### src/rtl/mem_pkg.sv
// Shared encodings for the memory responder: FSM states, op codes, default I/O address.
package mem_pkg;

  localparam logic [1:0] ST_IDLE = 2'd0;
  localparam logic [1:0] ST_WAIT = 2'd1;
  localparam logic [1:0] ST_DONE = 2'd2;

  typedef enum logic [1:0] {
    S_IDLE = ST_IDLE,
    S_WAIT = ST_WAIT,
    S_DONE = ST_DONE
  } state_t;

  localparam logic OP_RD = 1'b0;
  localparam logic OP_WR = 1'b1;

  localparam logic [7:0] DEF_IO_ADDR = 8'hFF;

endpackage

### src/rtl/mem_array.sv
// Word array: one synchronous write port, one asynchronous read port. Never reset.
module mem_array #(
  parameter int AW = 8,
  parameter int DW = 8
) (
  input  logic          clk,
  input  logic          we,
  input  logic [AW-1:0] waddr,
  input  logic [DW-1:0] wdata,
  input  logic [AW-1:0] raddr,
  output logic [DW-1:0] rdata
);

  logic [DW-1:0] mem [2**AW];

  // single write port, contents survive reset
  always_ff @(posedge clk) begin
    if (we) mem[waddr] <= wdata;
  end

  assign rdata = mem[raddr];

endmodule

### src/rtl/mem_responder.sv
// Memory-side responder: one request at a time, programmable wait states,
// one I/O byte at IO_ADDR, and a host loader port usable while idle.
module mem_responder
  import mem_pkg::*;
#(
  parameter int            AW          = 8,
  parameter int            DW          = 8,
  parameter int            WAIT_CYCLES = 1,
  parameter logic [AW-1:0] IO_ADDR     = AW'(DEF_IO_ADDR)
) (
  input  logic          clk,
  input  logic          rst,
  input  logic [AW-1:0] addr,
  input  logic [DW-1:0] wdata,
  input  logic          rden,
  input  logic          wren,
  output logic [DW-1:0] rdata,
  output logic          ack,
  output logic          busy,
  output logic          err,
  input  logic [DW-1:0] io_in,
  output logic [DW-1:0] io_out,
  input  logic          load_we,
  input  logic [AW-1:0] load_addr,
  input  logic [DW-1:0] load_data,
  output logic          load_rdy
);

  localparam int CW = (WAIT_CYCLES > 1) ? $clog2(WAIT_CYCLES) : 1;
  localparam logic [CW-1:0] CNT_INIT = (WAIT_CYCLES > 0) ? CW'(WAIT_CYCLES - 1) : '0;

  state_t        state, nxt_state;
  logic [CW-1:0] cnt;
  logic          op_q;
  logic [AW-1:0] addr_q;
  logic [DW-1:0] wdata_q;

  logic          accept, conflict, enter_done;
  logic          acc_op;
  logic [AW-1:0] acc_addr;
  logic [DW-1:0] acc_wdata;
  logic          is_io, cpu_we, io_we, rd_done, load_go;
  logic          arr_we;
  logic [AW-1:0] arr_waddr;
  logic [DW-1:0] arr_wdata, arr_rdata;

  // next-state: requests are only looked at in IDLE
  always_comb begin
    nxt_state = state;
    accept    = 1'b0;
    conflict  = 1'b0;
    case (state)
      S_IDLE: begin
        if (rden && wren) begin
          conflict = 1'b1;
        end else if (rden || wren) begin
          accept    = 1'b1;
          nxt_state = (WAIT_CYCLES > 0) ? S_WAIT : S_DONE;
        end
      end
      S_WAIT:  if (cnt == '0) nxt_state = S_DONE;
      S_DONE:  nxt_state = S_IDLE;
      default: nxt_state = S_IDLE;
    endcase
  end

  // With zero wait states the access happens on the accept edge itself,
  // before the request has been latched, so take the live inputs in IDLE.
  assign acc_op     = (state == S_IDLE) ? (wren ? OP_WR : OP_RD) : op_q;
  assign acc_addr   = (state == S_IDLE) ? addr  : addr_q;
  assign acc_wdata  = (state == S_IDLE) ? wdata : wdata_q;
  assign enter_done = (nxt_state == S_DONE) && (state != S_DONE);
  assign is_io      = (acc_addr == IO_ADDR);
  assign cpu_we     = enter_done && (acc_op == OP_WR) && !is_io;
  assign io_we      = enter_done && (acc_op == OP_WR) &&  is_io;
  assign rd_done    = enter_done && (acc_op == OP_RD);

  assign load_rdy = (state == S_IDLE) && !rden && !wren;
  assign load_go  = load_we && load_rdy;

  // CPU and loader never overlap (load_rdy excludes any pending request)
  assign arr_we    = cpu_we || load_go;
  assign arr_waddr = cpu_we ? acc_addr  : load_addr;
  assign arr_wdata = cpu_we ? acc_wdata : load_data;

  mem_array #(.AW(AW), .DW(DW)) u_arr (
    .clk   (clk),
    .we    (arr_we),
    .waddr (arr_waddr),
    .wdata (arr_wdata),
    .raddr (acc_addr),
    .rdata (arr_rdata)
  );

  // state register and request latch
  always_ff @(posedge clk or negedge rst) begin
    if (!rst) begin
      state   <= S_IDLE;
      op_q    <= OP_RD;
      addr_q  <= '0;
      wdata_q <= '0;
    end else begin
      state <= nxt_state;
      if (accept) begin
        op_q    <= wren ? OP_WR : OP_RD;
        addr_q  <= addr;
        wdata_q <= wdata;
      end
    end
  end

  // wait-state counter: loaded on accept, counts down in WAIT
  always_ff @(posedge clk or negedge rst) begin
    if (!rst)                                  cnt <= '0;
    else if (accept)                           cnt <= CNT_INIT;
    else if (state == S_WAIT && cnt != '0)     cnt <= cnt - 1'b1;
  end

  // registered status outputs and data results
  always_ff @(posedge clk or negedge rst) begin
    if (!rst) begin
      rdata  <= '0;
      ack    <= 1'b0;
      busy   <= 1'b0;
      err    <= 1'b0;
      io_out <= '0;
    end else begin
      ack  <= enter_done;
      busy <= (nxt_state != S_IDLE);
      err  <= conflict;
      if (io_we)   io_out <= acc_wdata;
      if (rd_done) rdata  <= is_io ? io_in : arr_rdata;
    end
  end

endmodule
### config.mk
export PLATFORM = sky130hd
export DESIGN_NAME = mem_responder
export DESIGN_NICKNAME = d
export VERILOG_FILES = /design/src/rtl/mem_pkg.sv /design/src/rtl/mem_array.sv /design/src/rtl/mem_responder.sv
export SDC_FILE = /design/constraint.sdc
export NUM_CORES = 2
export LEC_CHECK = 0
export ABC_CLOCK_PERIOD_IN_PS = 28300
export CAP_MARGIN = 20
export CORE_MARGIN = 2
export CORE_UTILIZATION = 29
export CTS_CLUSTER_SIZE = 30
export DETAILED_ROUTE_END_ITERATION = 10
export GPL_TIMING_DRIVEN = 1
export PLACE_DENSITY = 0.39
export SLEW_MARGIN = 20
export SYNTH_ARGS = -nofsm -noshare
export SYNTH_HDL_FRONTEND = slang
export SYNTH_SLANG_ARGS = --single-unit
### constraint.sdc
create_clock -name clk -period 28.3 [get_ports clk]
set_input_delay 5.66 -clock clk [delete_from_list [all_inputs] [get_ports clk]]
set_output_delay 5.66 -clock clk [all_outputs]
set_load 0.01 [all_outputs]
# Yosys cells after proc, flatten, opt, wreduce, memory -nomap -nowiden

Memory sizes are Yosys's and may differ from the RTL's.
Cells that the tools add are included.

Add/subtract/negate cells: 1
Equal/unequal tests: 4
Mux-type cells: 20
Bitwise gates (word level): 1
Reduce and logical (&&, ||, !) cells: 18

Operator list:

| operator                                            | number |
|---|---|
| 2-to-1 mux 8 bit                                    | 5 |
| 2-to-1 mux 1 bit                                    | 11 |
| logical AND 1 bit                                   | 10 |
| equality test 8 bit, second input constant          | 1 |
| 2-to-1 mux 2 bit                                    | 3 |
| case mux 2 bit (2 select lines)                     | 1 |
| nonzero test 2 bit                                  | 2 |
| zero test 1 bit                                     | 3 |
| equality test 2 x 1 -> 1 bit, second input constant | 1 |
| equality test 2 bit, second input constant          | 1 |
| zero test 2 bit                                     | 1 |
| logical OR 1 bit                                    | 2 |
| inequality test 2 bit, second input constant        | 1 |
| NOT 1 bit                                           | 1 |
| subtractor 1 bit, second input constant             | 1 |

Register bits after elaboration: 39
Memory bits (writable): 2,048
Output and inout port bits: 20
Word-level logic and storage cells: 55
Memories kept: 1

Memory list:

| name      | words | bits a word | read ports | clocked after memory_dff | write ports | line            | text |
|---|---|---|---|---|---|---|---|
| u_arr.mem | 256   | 8           | 1          | 0                        | 1           | mem_array.sv:14 | `logic [DW-1:0] mem [2**AW];` |

# Longest topological paths before layout

Depth after elaboration: 11
Gate-level depth with buffers: 15
Depth with buffers taken out: 9

# Modules after synthesis

Synthesis repeated with hierarchy kept, for this count alone.

Cell total of the unflattened synthesis: 3,889
Area total of the unflattened synthesis: 81,504.4 µm²

Modules (own cells, without submodules):

| module        | instances | cells each | area an instance (µm²) | sequential area each (µm²) |
|---|---|---|---|---|
| mem_array     | 1         | 3,725      | 79,396.1               | 61,499.0 |
| mem_responder | 1         | 164        | 2,108.3                | 975.9 |

# Least setup slack after synthesis

OpenSTA, ideal clock, no wires.

Path type: input to register
From: input addr[0]
To: memory u_arr.mem[0][5], data pin
Data arrival time: 17,061 ps
Path slack: 9,051 ps
Cell stages on the path: 10
Cell sequence: or3b_1 -> buf_4 -> nor3_1 -> a41o_1 -> or2_1 -> buf_2 -> buf_4 -> buf_2 -> clkbuf_1 -> o21ai_0

Longest elaborated chain between the ends: 5

Ends and longest elaborated chain:

| element             | line                | text |
|---|---|---|
| start: declaration  | mem_responder.sv:13 | `input logic [AW-1:0] addr,` |
| 2-to-1 mux 8 bit    | mem_responder.sv:70 | `assign acc_addr = (state == S_IDLE) ? addr : addr_q;` |
| equality test 8 bit | mem_responder.sv:73 | `assign is_io = (acc_addr == IO_ADDR);` |
| zero test 1 bit     | mem_responder.sv:74 | `assign cpu_we = enter_done && (acc_op == OP_WR) && !is_io;` |
| logical AND 1 bit   | mem_responder.sv:74 |  |
| 2-to-1 mux 8 bit    | mem_responder.sv:84 | `assign arr_wdata = cpu_we ? acc_wdata : load_data;` |
| via arr_wdata[5]    | mem_responder.sv:45 | `logic [DW-1:0] arr_wdata, arr_rdata;` |
| end: declaration    | mem_array.sv:14     |  |

The timed path passes the listed nets, and every way through them passes these cells.

# Worst setup path after layout

From: input wren
To: output load_rdy

Longest elaborated chain between the ends: 2

Ends and longest elaborated chain:

| element            | line                | text |
|---|---|---|
| start: declaration | mem_responder.sv:16 | `input logic wren,` |
| zero test 1 bit    | mem_responder.sv:78 | `assign load_rdy = (state == S_IDLE) && !rden && !wren;` |
| logical AND 1 bit  | mem_responder.sv:78 |  |
| end: declaration   | mem_responder.sv:26 | `output logic load_rdy` |

Every way passes these cells.

==> out/metrics.yaml <==
run_status:
  status: "finished clean"
sta:
  rsz0062_at_grt: "false"
  slew_viol_final: 0
  max_freq_mhz: 79.0
  setup_tns_ps: 0
  whs_ps: 486
  skew_ps: 90.3
  tightest_slew_ps: 1210
  fin_crit_ps: 12650
  setup_viol: 0
  finalHoldViolations: 0
  min_period_over_period_pct: 44.7
  slew_headroom_pct: 19.3
cts:
  cts_made_buffers: 239
  root_buffer: "clkbuf_16"
  insertion_delay_ps: 920
  cts_hold_buf: 0
  clk_pin_slew_ps: 60
  ctsResizeCount: 0
  cts_tree: "done"
  clockBufferDepth: 4
  numClockSinks: 2087
  htreeDepth: 4
  cts_setup_buffers: 0
worst_setup_path:
  cp-start-kind: "input pin"
  crit_slowest_cell: "clkdlybuf4s50_1"
  critical_path.cell_chain: "clkdlybuf4s50_1 > nor3_1 > clkdlybuf4s50_1"
  cp-end-kind: "output pin"
  rr_endpoint: "rdata[1]"
  critPathMaxFanout: 4
  cp_common_cell: "clkdlybuf4s50_1"
  cp.required_ps: 22640
  path_buf_inv: 2
  cpPeakStageDelay_ps: 590
  crit_type: "in -> out"
  r2r_slack_ps: 20960
  timing.rr.start: "state[1]"
  critPathTopFamily: "buffers and inverters"
  r2r_cells: 13
  worstPathArrival_ps: 6990
synthesis:
  synth_top_family_by_area: "simple AND/OR/NAND/NOR gates"
  synth-edff-count: 2048
  synth-seq-area-share_pct: 74.0
  synthFlopType: "edfxtp_1"
  avgSynthCellArea_um2: 14.1
  synth-adder-area-share_pct: 0.0296
  synthTopCellsByArea: "edfxtp_1 (73%), nand2_1 (6.0%), mux2i_1 (3.2%), nand3_1 (2.0%), a21oi_1 (1.6%)"
  ys_warn_count: 0
  synth.top_cell.area_share_pct: 72.8
  synthCells: 6010
  synth_compound_area_share_pct: 7.09
  synth_area_leader_cell: "edfxtp_1"
  async_flop_share_pct: 1.87
  synth-simple-area-share_pct: 11.7
  ys_ff_latch: 2087
  syn-cell-area_um2: 84400
  ys_types: 76
  syn-num-nets: 6057
  synthMuxAreaShare_pct: 4.71
  synthXorXnorAreaFrac_pct: 0
pwr:
  finalPower_w: 0.00979
  ir_worst_vdd_mv: 0.0600
  p_per_area_nw_per_um2: 101
  leakagePower_nw: 31.5
grt:
  grt_pass1_vias: 50547
  overflow: 0
  grt_pass1_wl_um: 412000
  grt_max_degree: 167
  grt_antenna_before_repair: 21
  grt_usage_pct: 19.7
die:
  die_area_um2: 296000
  die_y_um: 544
  io_pins: 65
  start_util_pct: 29.1
  die_w_um: 544
  fp-row-count: 198
  core_area_um2: 290000
placed_design:
  post-dp-hpwl_um: 179000
  port-buffer-count: 64
  place.gp.congestion: 0.801
detailed_routing:
  routedWlPerCell_um: 29.2
  viasPerCell: 5.05
  vias: 51354
  initialDrtViolationCount: 4456
  first_pass_iters: 6
  ant_nets: 0
  drc: 0
  wl_um: 297000
final_layout:
  syn2layout_area_growth_pct: 14.9
  fill_cells: 28563
  seq_area_um2: 62500
  drive_gt1_share_pct: 10.8
  nets: 6115
  multi_input_area_um2: 20200
min_path:
  hold_path_end: "io_out[4]"
  hold_path_depth: 2
  min-delay-start: "io_out[4]"
  hold_path.class: "reg -> reg"
job:
  cap_violations: 0
## through the flow
step	setup slack, ps	cells	cell area (um^2)	util [%]
floorplan	9050	6010	84400	-
global placement	14750	9717	89300	30.8
detailed placement	15640	9725	89500	30.8
CTS	15630	10151	96900	33.4
global route	15520	10156	97000	33.4
finish	15650	10162	97000	33.4
## layer usage
layer	GRT usage [%]	vias to the layer above	routed length, um
met5	0	-	0
met4	5.96	0	9220
met3	1.99	388	11100
met2	33.7	1319	147000
met1	26.2	26826	129000
li1	-	22821	-
## synthesized netlist by cell type (18+ instances only)
library cell,count
a22oi_1,29
clkbuf_1,127
o221ai_1,45
mux2i_1,266
nand4_1,18
nand2_1,1339
nand2b_1,31
a31oi_1,56
buf_1,37
edfxtp_1,2048
nor3_1,89
mux4_2,47
o221a_2,40
buf_2,169
a311oi_1,44
nor4_1,36
and3_1,104
mux2_2,23
a21oi_1,276
buf_4,43
a2111oi_0,37
o22ai_1,28
nand3_1,336
nor2_1,294
dfrtp_1,39
o31ai_1,18
a211oi_1,71
o21ai_0,117
## cell type report
type	count	share of cell area [%]
Clock buffer	321	6.63
Inverter	3	0.0116
Antenna cell	9	0.0232
Tap cell	3900	5.03
Multi-Input combinational cell	3521	20.9
Clock inverter	105	1.03
Timing Repair Buffer	216	1.99
Sequential cell	2087	64.4
## flip-flops by register name (all words and copies together), names as in the netlist
| register | cells |
|---|---|
| ack | 1 |
| addr_q | 8 |
| busy | 1 |
| cnt | 1 |
| err | 1 |
| io_out | 8 |
| op_q | 1 |
| rdata | 8 |
| state | 2 |
| u_arr.mem | 2048 |
| wdata_q | 8 |
## power breakdown
group / total (W) / internal (W) / switching [W]
Sequential: 0.00368 / 0.00364 / 0.0000355
Combinational: 0.00310 / 0.000792 / 0.00231
Clock: 0.00301 / 0.00174 / 0.00127
## worst max-delay path by stage
stage               startpoint              end  slack [ps]  cells past startpoint
CTS                       rden         load_rdy       15630                      3
finish                    wren         load_rdy       15650                      3
global placement       addr[0]         rdata[6]       14750                     13
detailed placement        rden         load_rdy       15640                      3
global route              wren         load_rdy       15520                      3
floorplan              addr[0]  u_arr.mem[0][5]        9050                     10
## kinds of logic (layout without fill, tap and decap cells)
group | after synthesis | in the layout
muxes | 336 | 336
adders and majority gates | 2 | 2
AOI/OAI and AO/OA | 877 | 877
buffers and inverters | 402 | 645
and+or+nand+nor | 2306 | 2306
DFF | 2087 | 2087
other | 0 | 9
## worst reg2reg max path: stages, from the launching register on
cell and delay (ps):
dfrtp_1 690, or3b_1 760, nand2_8 510, buf_12 510
buf_4 890, buf_4 680, buf_4 750, mux2i_1 200
o221a_2 350, o21ai_0 330, nand3_1 130, nor4_1 880
nand4_1 330, o221ai_1 270
## cells in the final DEF (no fill, tap or decap), types with 10 or more instances in the layout
cell and n:
nor3b_1 12, or2_2 14, nand2_1 1339, nor3_1 89, mux2i_1 265, clkinv_2 31, and3_1 104, o221a_2 40
buf_12 10, nand2b_2 17, a32oi_1 10, mux4_2 47, bufinv_16 18, nor2_1 286, edfxtp_1 2048, buf_4 136
mux2_2 22, clkbuf_16 242, o31ai_1 17, clkinv_1 44, a211oi_1 71, nand2b_1 14, dfrtp_1 39, nor4_1 30
a31oi_1 56, clkbuf_1 71, o22ai_1 28, o221ai_1 45, o21ai_0 103, nand3_1 335, a21oi_1 274, a2111oi_0 31
o221a_1 15, nand4_1 18, clkdlybuf4s50_1 63, a311oi_1 43, a22oi_1 29, a31o_2 12
(Power assumes the default switching activity.)
